`src/rtl/cpu_pkg.sv`:
```
// Shared definitions for the 5-stage cpu core: sequencing-FSM state encoding,
// the halt instruction encoding and the NOP loaded by pipeline registers on flush.
package cpu_pkg;

  localparam logic [31:0] HALT_WORD = 32'hFFFF_FFFF;
  localparam logic [31:0] NOP_WORD  = 32'h0000_0000;

  typedef logic [1:0] pipe_state_t;

  localparam pipe_state_t ST_RUN    = 2'd0;
  localparam pipe_state_t ST_DRAIN  = 2'd1;
  localparam pipe_state_t ST_HALTED = 2'd2;

endpackage

```
`src/rtl/hazard_detect.sv`:
```
// Load-use comparator: the load in EX writes a register that the ID instruction
// reads. Register 0 never carries a dependency.
module hazard_detect (
  input  logic       ex_mem_read,
  input  logic [4:0] ex_rt,
  input  logic [4:0] id_rs,
  input  logic [4:0] id_rt,
  input  logic       id_uses_rt,
  output logic       load_use
);

  assign load_use = ex_mem_read && (ex_rt != 5'd0) &&
                    ((ex_rt == id_rs) || (id_uses_rt && (ex_rt == id_rt)));

endmodule

```
`src/rtl/pipe_ctrl.sv`:
```
// Pipeline sequencing controller: PC/IF-ID enables, per-stage flush strobes,
// load-use stall, MEM redirect and halt drain. Define PIPE_CTRL_PERF_EN for perf counters.
module pipe_ctrl
  import cpu_pkg::*;
#(
  parameter logic [31:0] HALT_WORD    = cpu_pkg::HALT_WORD,
  parameter int          DRAIN_CYCLES = 3,
  parameter int          CNT_W        = 32
) (
  input  logic              clk,
  input  logic              rst,
  input  logic [31:0]       id_instr,
  input  logic [4:0]        id_rs,
  input  logic [4:0]        id_rt,
  input  logic              id_uses_rt,
  input  logic              ex_mem_read,
  input  logic [4:0]        ex_rt,
  input  logic              mem_redirect,
  input  logic [31:0]       wb_instr,
  output logic              pc_en,
  output logic              if_id_en,
  output logic              if_id_flush,
  output logic              id_ex_flush,
  output logic              ex_mem_flush,
  output logic              halted,
  output logic              halt_err,
`ifdef PIPE_CTRL_PERF_EN
  output logic [CNT_W-1:0]  perf_cycles,
  output logic [CNT_W-1:0]  perf_stalls,
  output logic [CNT_W-1:0]  perf_flushes,
`endif
  output pipe_state_t       dbg_state
);

  localparam int DW = $clog2(DRAIN_CYCLES) + 1;
  localparam logic [DW-1:0] DRAIN_INIT = DW'(DRAIN_CYCLES - 1);
  localparam logic [DW-1:0] DRAIN_DEC  = DW'(1);

  pipe_state_t   state;
  logic [DW-1:0] drain_cnt;
  logic          load_use;
  logic          redirect_evt;
  logic          stall_evt;
  logic          halt_evt;

  hazard_detect u_hazard_detect (
    .ex_mem_read (ex_mem_read),
    .ex_rt       (ex_rt),
    .id_rs       (id_rs),
    .id_rt       (id_rt),
    .id_uses_rt  (id_uses_rt),
    .load_use    (load_use)
  );

  // Priority: redirect > load-use > halt detect. Only redirect acts in DRAIN.
  assign redirect_evt = mem_redirect && (state != ST_HALTED);
  assign stall_evt    = (state == ST_RUN) && !mem_redirect && load_use;
  assign halt_evt     = (state == ST_RUN) && !mem_redirect && !load_use &&
                        (id_instr == HALT_WORD);

  assign dbg_state = state;

  always_comb begin
    pc_en        = 1'b0;
    if_id_en     = 1'b0;
    if_id_flush  = 1'b0;
    id_ex_flush  = 1'b0;
    ex_mem_flush = 1'b0;
    if (!rst) begin
      if_id_flush  = 1'b1;
      id_ex_flush  = 1'b1;
      ex_mem_flush = 1'b1;
    end else if (redirect_evt) begin
      pc_en        = 1'b1;
      if_id_en     = 1'b1;
      if_id_flush  = 1'b1;
      id_ex_flush  = 1'b1;
      ex_mem_flush = 1'b1;
    end else begin
      case (state)
        ST_RUN: begin
          if (stall_evt) begin
            id_ex_flush = 1'b1;
          end else if (!halt_evt) begin
            pc_en    = 1'b1;
            if_id_en = 1'b1;
          end
        end
        // Hold IF/ID and feed bubbles behind the halt word.
        ST_DRAIN: id_ex_flush = 1'b1;
        default: ;
      endcase
    end
  end

  always_ff @(posedge clk or negedge rst) begin
    if (!rst) begin
      state     <= ST_RUN;
      drain_cnt <= '0;
      halted    <= 1'b0;
      halt_err  <= 1'b0;
    end else begin
      case (state)
        ST_RUN: begin
          if (halt_evt) begin
            state     <= ST_DRAIN;
            drain_cnt <= DRAIN_INIT;
          end
        end
        ST_DRAIN: begin
          // A redirect means the halt was fetched down the wrong path.
          if (mem_redirect) begin
            state     <= ST_RUN;
            drain_cnt <= '0;
          end else if (drain_cnt == '0) begin
            state    <= ST_HALTED;
            halted   <= 1'b1;
            halt_err <= (wb_instr != HALT_WORD);
          end else begin
            drain_cnt <= drain_cnt - DRAIN_DEC;
          end
        end
        ST_HALTED: ;
        default: state <= ST_RUN;
      endcase
    end
  end

`ifdef PIPE_CTRL_PERF_EN
  localparam logic [CNT_W-1:0] CNT_MAX = '1;
  localparam logic [CNT_W-1:0] CNT_INC = CNT_W'(1);

  always_ff @(posedge clk or negedge rst) begin
    if (!rst) begin
      perf_cycles  <= '0;
      perf_stalls  <= '0;
      perf_flushes <= '0;
    end else if (state != ST_HALTED) begin
      if (perf_cycles != CNT_MAX) perf_cycles <= perf_cycles + CNT_INC;
      if (stall_evt && (perf_stalls != CNT_MAX)) perf_stalls <= perf_stalls + CNT_INC;
      if (redirect_evt && (perf_flushes != CNT_MAX)) perf_flushes <= perf_flushes + CNT_INC;
    end
  end
`endif

endmodule

```
`config.mk`:
```
export PLATFORM = sky130hd
export DESIGN_NAME = pipe_ctrl
export DESIGN_NICKNAME = d
export VERILOG_FILES = /design/src/rtl/cpu_pkg.sv /design/src/rtl/hazard_detect.sv /design/src/rtl/pipe_ctrl.sv
export SDC_FILE = /design/constraint.sdc
export NUM_CORES = 1
export LEC_CHECK = 0
export CORE_UTILIZATION = 27
export DETAILED_ROUTE_END_ITERATION = 12
export PLACE_DENSITY = 0.95
export SLEW_MARGIN = 10
export SYNTH_ARGS = -nofsm -noshare
export SYNTH_HDL_FRONTEND = slang
export SYNTH_SLANG_ARGS = --single-unit
```
`constraint.sdc`:
```
create_clock -name clk -period 6.7 [get_ports clk]
set_input_delay 2.01 -clock clk [delete_from_list [all_inputs] [get_ports clk]]
set_output_delay 2.01 -clock clk [all_outputs]
set_load 0.03 [all_outputs]
```
# Word-level counts from Yosys, hierarchy flattened
# Cells that the tools add are included.
# word_totals
register_bits	7
# classes
addsub	1
bitwise	2
n_eq_ne	10
n_reduce_logical	18
mux	19
# ops
operator	n
$eq A32 B32 Y1 const B	1
$ne A32 B32 Y1 const B	1
$eq A5 B5 Y1	2
$mux W1	10
$mux W3	3
$reduce_and A3 Y1	3
$logic_and A1 B1 Y1	8
$mux W2	3
$ne A3 B3 Y1 const B	2
$pmux W2 S3	1
$pmux W3 S2	1
$reduce_bool A5 Y1	1
$ne A2 B2 Y1 const B	2
$logic_not A3 Y1	1
$sub A3 B1 Y3 const B	1
$eq A2 B1 Y1 const B	1
$eq A2 B2 Y1 const B	1
$logic_not A1 Y1	2
$logic_not A2 Y1	1
$not A1 Y1	2
$pmux W1 S2	1
$reduce_bool A2 Y1	1
$logic_or A1 B1 Y1	1

# Depth between registers and ports, before layout
# depth
ltp_word	12
ltp_mapped	7
mapped_depth_nobuf	7

# Cells and area by module
# From an unflattened synthesis, not the netlist that was laid out.
# unflattened
cells_unflattened	89
area_unflattened_um2	740.7
# modules_own_cells
module	n_inst	area_per_inst_um2	cells_each	seq_area_each_um2
pipe_ctrl	1	608.1	72	175.2
hazard_detect	1	132.6	17	0.0

# Worst setup path after synthesis
# No wires, ideal clock.
# synth_timing
path_type	input-to-output
startpoint	input port ex_rt[0]
endpoint	output port pc_en
setup_slack_ps	747
n_path_buf	1
arrival_time_ps	3943
path_stages	4
cell_sequence	or4_1 o211a_1 o31ai_1 buf_4
# synth_via
elab_chain_cells	12
word_cells_on_any_way	16
cone_classes	eq/ne: 2; mux: 5; reduce/logical: 9
# synth_rtl
element	line	rtl
start: declaration	pipe_ctrl.sv:17	input logic [4:0] ex_rt,
$eq A5 B5 Y1	hazard_detect.sv:13	((ex_rt == id_rs) || (id_uses_rt && (ex_rt == id_rt)));
$logic_and A1 B1 Y1	hazard_detect.sv:13	
$logic_or A1 B1 Y1	hazard_detect.sv:13	
$logic_and A1 B1 Y1 (*)	hazard_detect.sv:12	assign load_use = ex_mem_read && (ex_rt != 5'd0) &&
$logic_not A1 Y1	pipe_ctrl.sv:58	assign halt_evt = (state == ST_RUN) && !mem_redirect && !load_use &&
$logic_and A1 B1 Y1 (2 in series)	pipe_ctrl.sv:58	
$mux W1	--	
$mux W1 (*) (4 in series)	--	
end: declaration	pipe_ctrl.sv:20	output logic pc_en,
# Mark *: on every way between the ends. The rest lies on a longest branch, timed or not.

# Final worst setup path
# layout_timing
startpoint	input port ex_rt[0]
endpoint	output port if_id_en
# layout_via
elab_chain_cells	12
word_cells_on_any_way	16
cone_classes	eq/ne: 2; mux: 5; reduce/logical: 9
# layout_rtl
element	line	rtl
$eq A5 B5 Y1	hazard_detect.sv:13	
$logic_and A1 B1 Y1	hazard_detect.sv:13	
$logic_or A1 B1 Y1	hazard_detect.sv:13	
$logic_and A1 B1 Y1 (*)	hazard_detect.sv:12	
$logic_not A1 Y1	pipe_ctrl.sv:58	
$logic_and A1 B1 Y1 (2 in series)	pipe_ctrl.sv:58	
$mux W1	pipe_ctrl.sv:84	end else if (!halt_evt) begin
$mux W1 (*)	pipe_ctrl.sv:82	if (stall_evt) begin
$mux W1 (*)	pipe_ctrl.sv:80	case (state)
$mux W1 (*)	pipe_ctrl.sv:73	end else if (redirect_evt) begin
$mux W1 (*)	pipe_ctrl.sv:69	if (!rst) begin
end: declaration	pipe_ctrl.sv:21	output logic if_id_en,
# Marked as above.

==> metrics.csv <==
stage,metric,value,unit
outcome,status,"complete, no violations",
routing,dr.first_iter.drc_count,14,
floorplanning,die_h,54.0,um
cts,cts_buffers,3,
synthesis,synth.net_count,176,
cts,cts_tree,yes,
setup_path,crit_top_cell,clkdlybuf4s50_1,
synthesis,ys_seq_area_share,24.0,%
cells_and_area,final_common_cell,clkdlybuf4s50_1,
routing,drc_errors,0,
cells_and_area,num-fill-cells,217,
power,internal-power,121,uW
setup_path,critPathRequiredTime,4.69,ns
sta,period_minus_slack,6.38,ns
setup_path,r2r_start,dbg_state[1],
sta,setup_tns,0,ns
floorplanning,start_util,28.9,%
sta,slew_violations,0,
global_routing,grt_pass1_vias,1065,
power,seqPwrFrac,27.4,%
sta,fin_skew,0.00194,ns
setup_path,crit_arrival,4.37,ns
routing,ant_nets,0,
global_routing,use_met2,42.4,%
sta,max_slew.worst_pin.slew,0.449,ns
setup_path,cp-start-kind,input pin,
floorplanning,die_w,54.0,um
setup_path,crit_family,buffers and inverters,
global_routing,grt.total_usage,21.2,%
power,max-vdd-ir-drop,0.0787,mV
cells_and_area,regArea,175,um2
routing,firstDrtPassIters,4,
synthesis,ys_warn_count,0,
power,p_switching,41.7,uW
sta,min_period_over_period,95.2,%
synthesis,yosysTopAreaCell,dfrtp_1,
cts,ctsLongestPathBuffers,2,
place,placed_cells,210,
setup_path,startpoint,ex_rt[0],
setup_path,critical_path.cell_chain,clkdlybuf4s50_1 -> or4_1 -> o211a_1 -> o31ai_1 -> clkdlybuf4s50_1,
cts,clockRootBuffer,clkbuf_4,
global_routing,grt-busiest-layer,met2,
global_routing,gr-total-overflow,0,
cts,cts_sinks,7,
place,dp_hpwl,2670,um
floorplanning,placementRows,18,
setup_path,cp_max_fo,3,
floorplanning,io_pins,93,
power,power_frac_comb,48.5,%
global_routing,grt_max_degree,13,
cts,cts.repair.resized,0,
floorplanning,dieArea,2910,um2
setup_path,worst_path_largest_cell_delay,0.74,ns
worst_hold_path,hold_class,reg2reg,
routing,num_vias,1053,
global_routing,grtUsageMet1,19.7,%
sta,fmax,0.157,GHz
routing,vias_per_cell,4.92,
cells_and_area,area_delta_synth_final,133,%
place,gp_congestion,0.892,
synthesis,ys_types,34,
floorplanning,core_area,2520,um2
cts,clock_latency,0.26,ns
worst_hold_path,hp-start,halted,
cts,cts_setup_buffers,0,
global_routing,grt_pass1_wl,4300,um
cts,ctsHoldBuffers,0,
flow_run,max-cap-violations,0,
cts,clk_pin_slew_worst_paths,0.05,ns
place,numPortBuffers,92,
synthesis,avgSynthCellArea,8.11,um2
power,p_per_area,95.5,nW/um2
cts,htree_levels,1,
place,dpl_worst_slack,0.318,ns
global_routing,grt_use_met3,2.54,%
cells_and_area,layout_common_cells,"92 x clkdlybuf4s50_1, 15 x nand4_1, 10 x xnor2_1",
cells_and_area,multi_input_area,517,um2
setup_path,crit_type,in2out,
synthesis,synthCells,90,
cells_and_area,n_antenna_cell,0,
setup_path,reg2reg_slack,4.95,ns
cells_and_area,drive_gt1_share,4.35,%
setup_path,slowest_stage,clkdlybuf4s50_1,
global_routing,antenna_found_initial,0,
synthesis,synthesis.area,729,um2
routing,drt-total-wl,2910,um
sta,setup_viol,0,
synthesis,ys_ff_latch,7,
synthesis,netlist_top_cells_area,"dfrtp_1 24%, nand4_1 13%, xnor2_1 12%, nand2_1 4.1%, ha_1 3.4%",
synthesis,yosys.area.top_type_share,24.0,%
sta,setup_ws,0.319,ns
cells_and_area,fin_nets,271,
cells_and_area,stdcell_count,214,
setup_path,cp-end-kind,output pin,
power,switching_share,25.7,%
power,cellLeakagePower,0.000653,uW
routing,wire_per_inst,13.6,um
power,p_clk_share,24.2,%
sta,hold_viol,0,
sta,rsz0062_at_grt,false,
sta,maxSlewHeadroom,69.9,%
setup_path,cp.buffers_inverters,2,
[power groups by stage]
| stage | clock, uW | sequential (uW) | combinational [uW] |
|---|---|---|---|
| 5_1_grt | 42.7 | 44.4 | 83.9 |
| 3_3_place_gp | 0 | 45.0 | 76.2 |
| 3_5_place_dp | 0 | 45.0 | 78.9 |
| 2_1_floorplan | 0 | 45.4 | 19.9 |
| 4_1_cts | 40.7 | 44.3 | 79.3 |
| 6_report | 39.2 | 44.4 | 78.6 |
[area by class of cell]
type | count | area share, %
inverters | 6 | 1.33
clock buffers | 4 | 1.55
multi-input cells | 75 | 30.4
flip-flops and latches | 7 | 10.3
well taps | 30 | 2.21
repair buffers | 92 | 54.2
[cells by family (layout without fill, tap and decap cells)]
logic type | Yosys count | in the layout | share of synthesized area (%)
xor gates and xnor gates | 10 | 10 | 12.0
and+or+nand+nor | 46 | 46 | 38.3
DFF | 7 | 7 | 24.0
adders and majority gates | 2 | 2 | 3.43
AOI/OAI and AO/OA | 16 | 16 | 15.6
buffers and inverters | 8 | 102 | 5.14
muxes | 1 | 1 | 1.54
[worst paths after layout]
check                          endpoint  depth (start not counted)
min in group asynchronous        halted                          1
setup reg to reg           dbg_state[0]                          5
max in group asynchronous  drain_cnt[0]                          1
hold / removal                   halted                          1
setup / recovery               if_id_en                          5
hold reg to reg                  halted                          1
[routing by layer]
metal,vias up,wire length [um]
met4,0,80
met2,35,1720
met3,7,122
met1,479,993
li1,532,-
met5,-,0
[state kept, by name (all words and copies together), names as in the netlist]
register / cells
halted: 1
halt_err: 1
dbg_state: 2
drain_cnt: 3
[worst register-to-register path, stage by stage (launching register included)]
cell,delay (ns)
dfrtp_1,0.46
nand4b_1,0.22
or4_4,0.51
nor4_4,0.25
nand2_2,0.09
o21ai_1,0.13
[synthesized netlist by cell type, drive strengths merged]
library cell  count
nor4              3
nand2             9
or4               2
o311a             1
ha                2
a21o              1
nand3             2
inv               6
nor2b             1
a22oi             1
buf               2
and3              1
nand4            15
nor2              4
or3               2
and2              1
o22ai             1
xnor2            10
nand4b            2
a31oi             3
nor3              2
nand2b            1
mux2              1
o31ai             1
dfrtp             7
a21oi             2
o211a             2
o211ai            1
a41oi             1
o21ai             2
or2               1
[metrics by stage]
step | total power, uW | util [%] | area, um2 | hold WS (ns)
final | 162 | 67.4 | 1700 | 0.472
after global routing | 171 | 67.4 | 1700 | 0.505
after CTS | 164 | 67.4 | 1700 | 0.473
after detailed placement | 124 | 66.3 | 1670 | 0.461
after global placement | 121 | 66.3 | 1670 | 0.459
after floorplan | 65.3 | - | 729 | 0.467
Note: power is estimated with default switching activity, not from simulation.
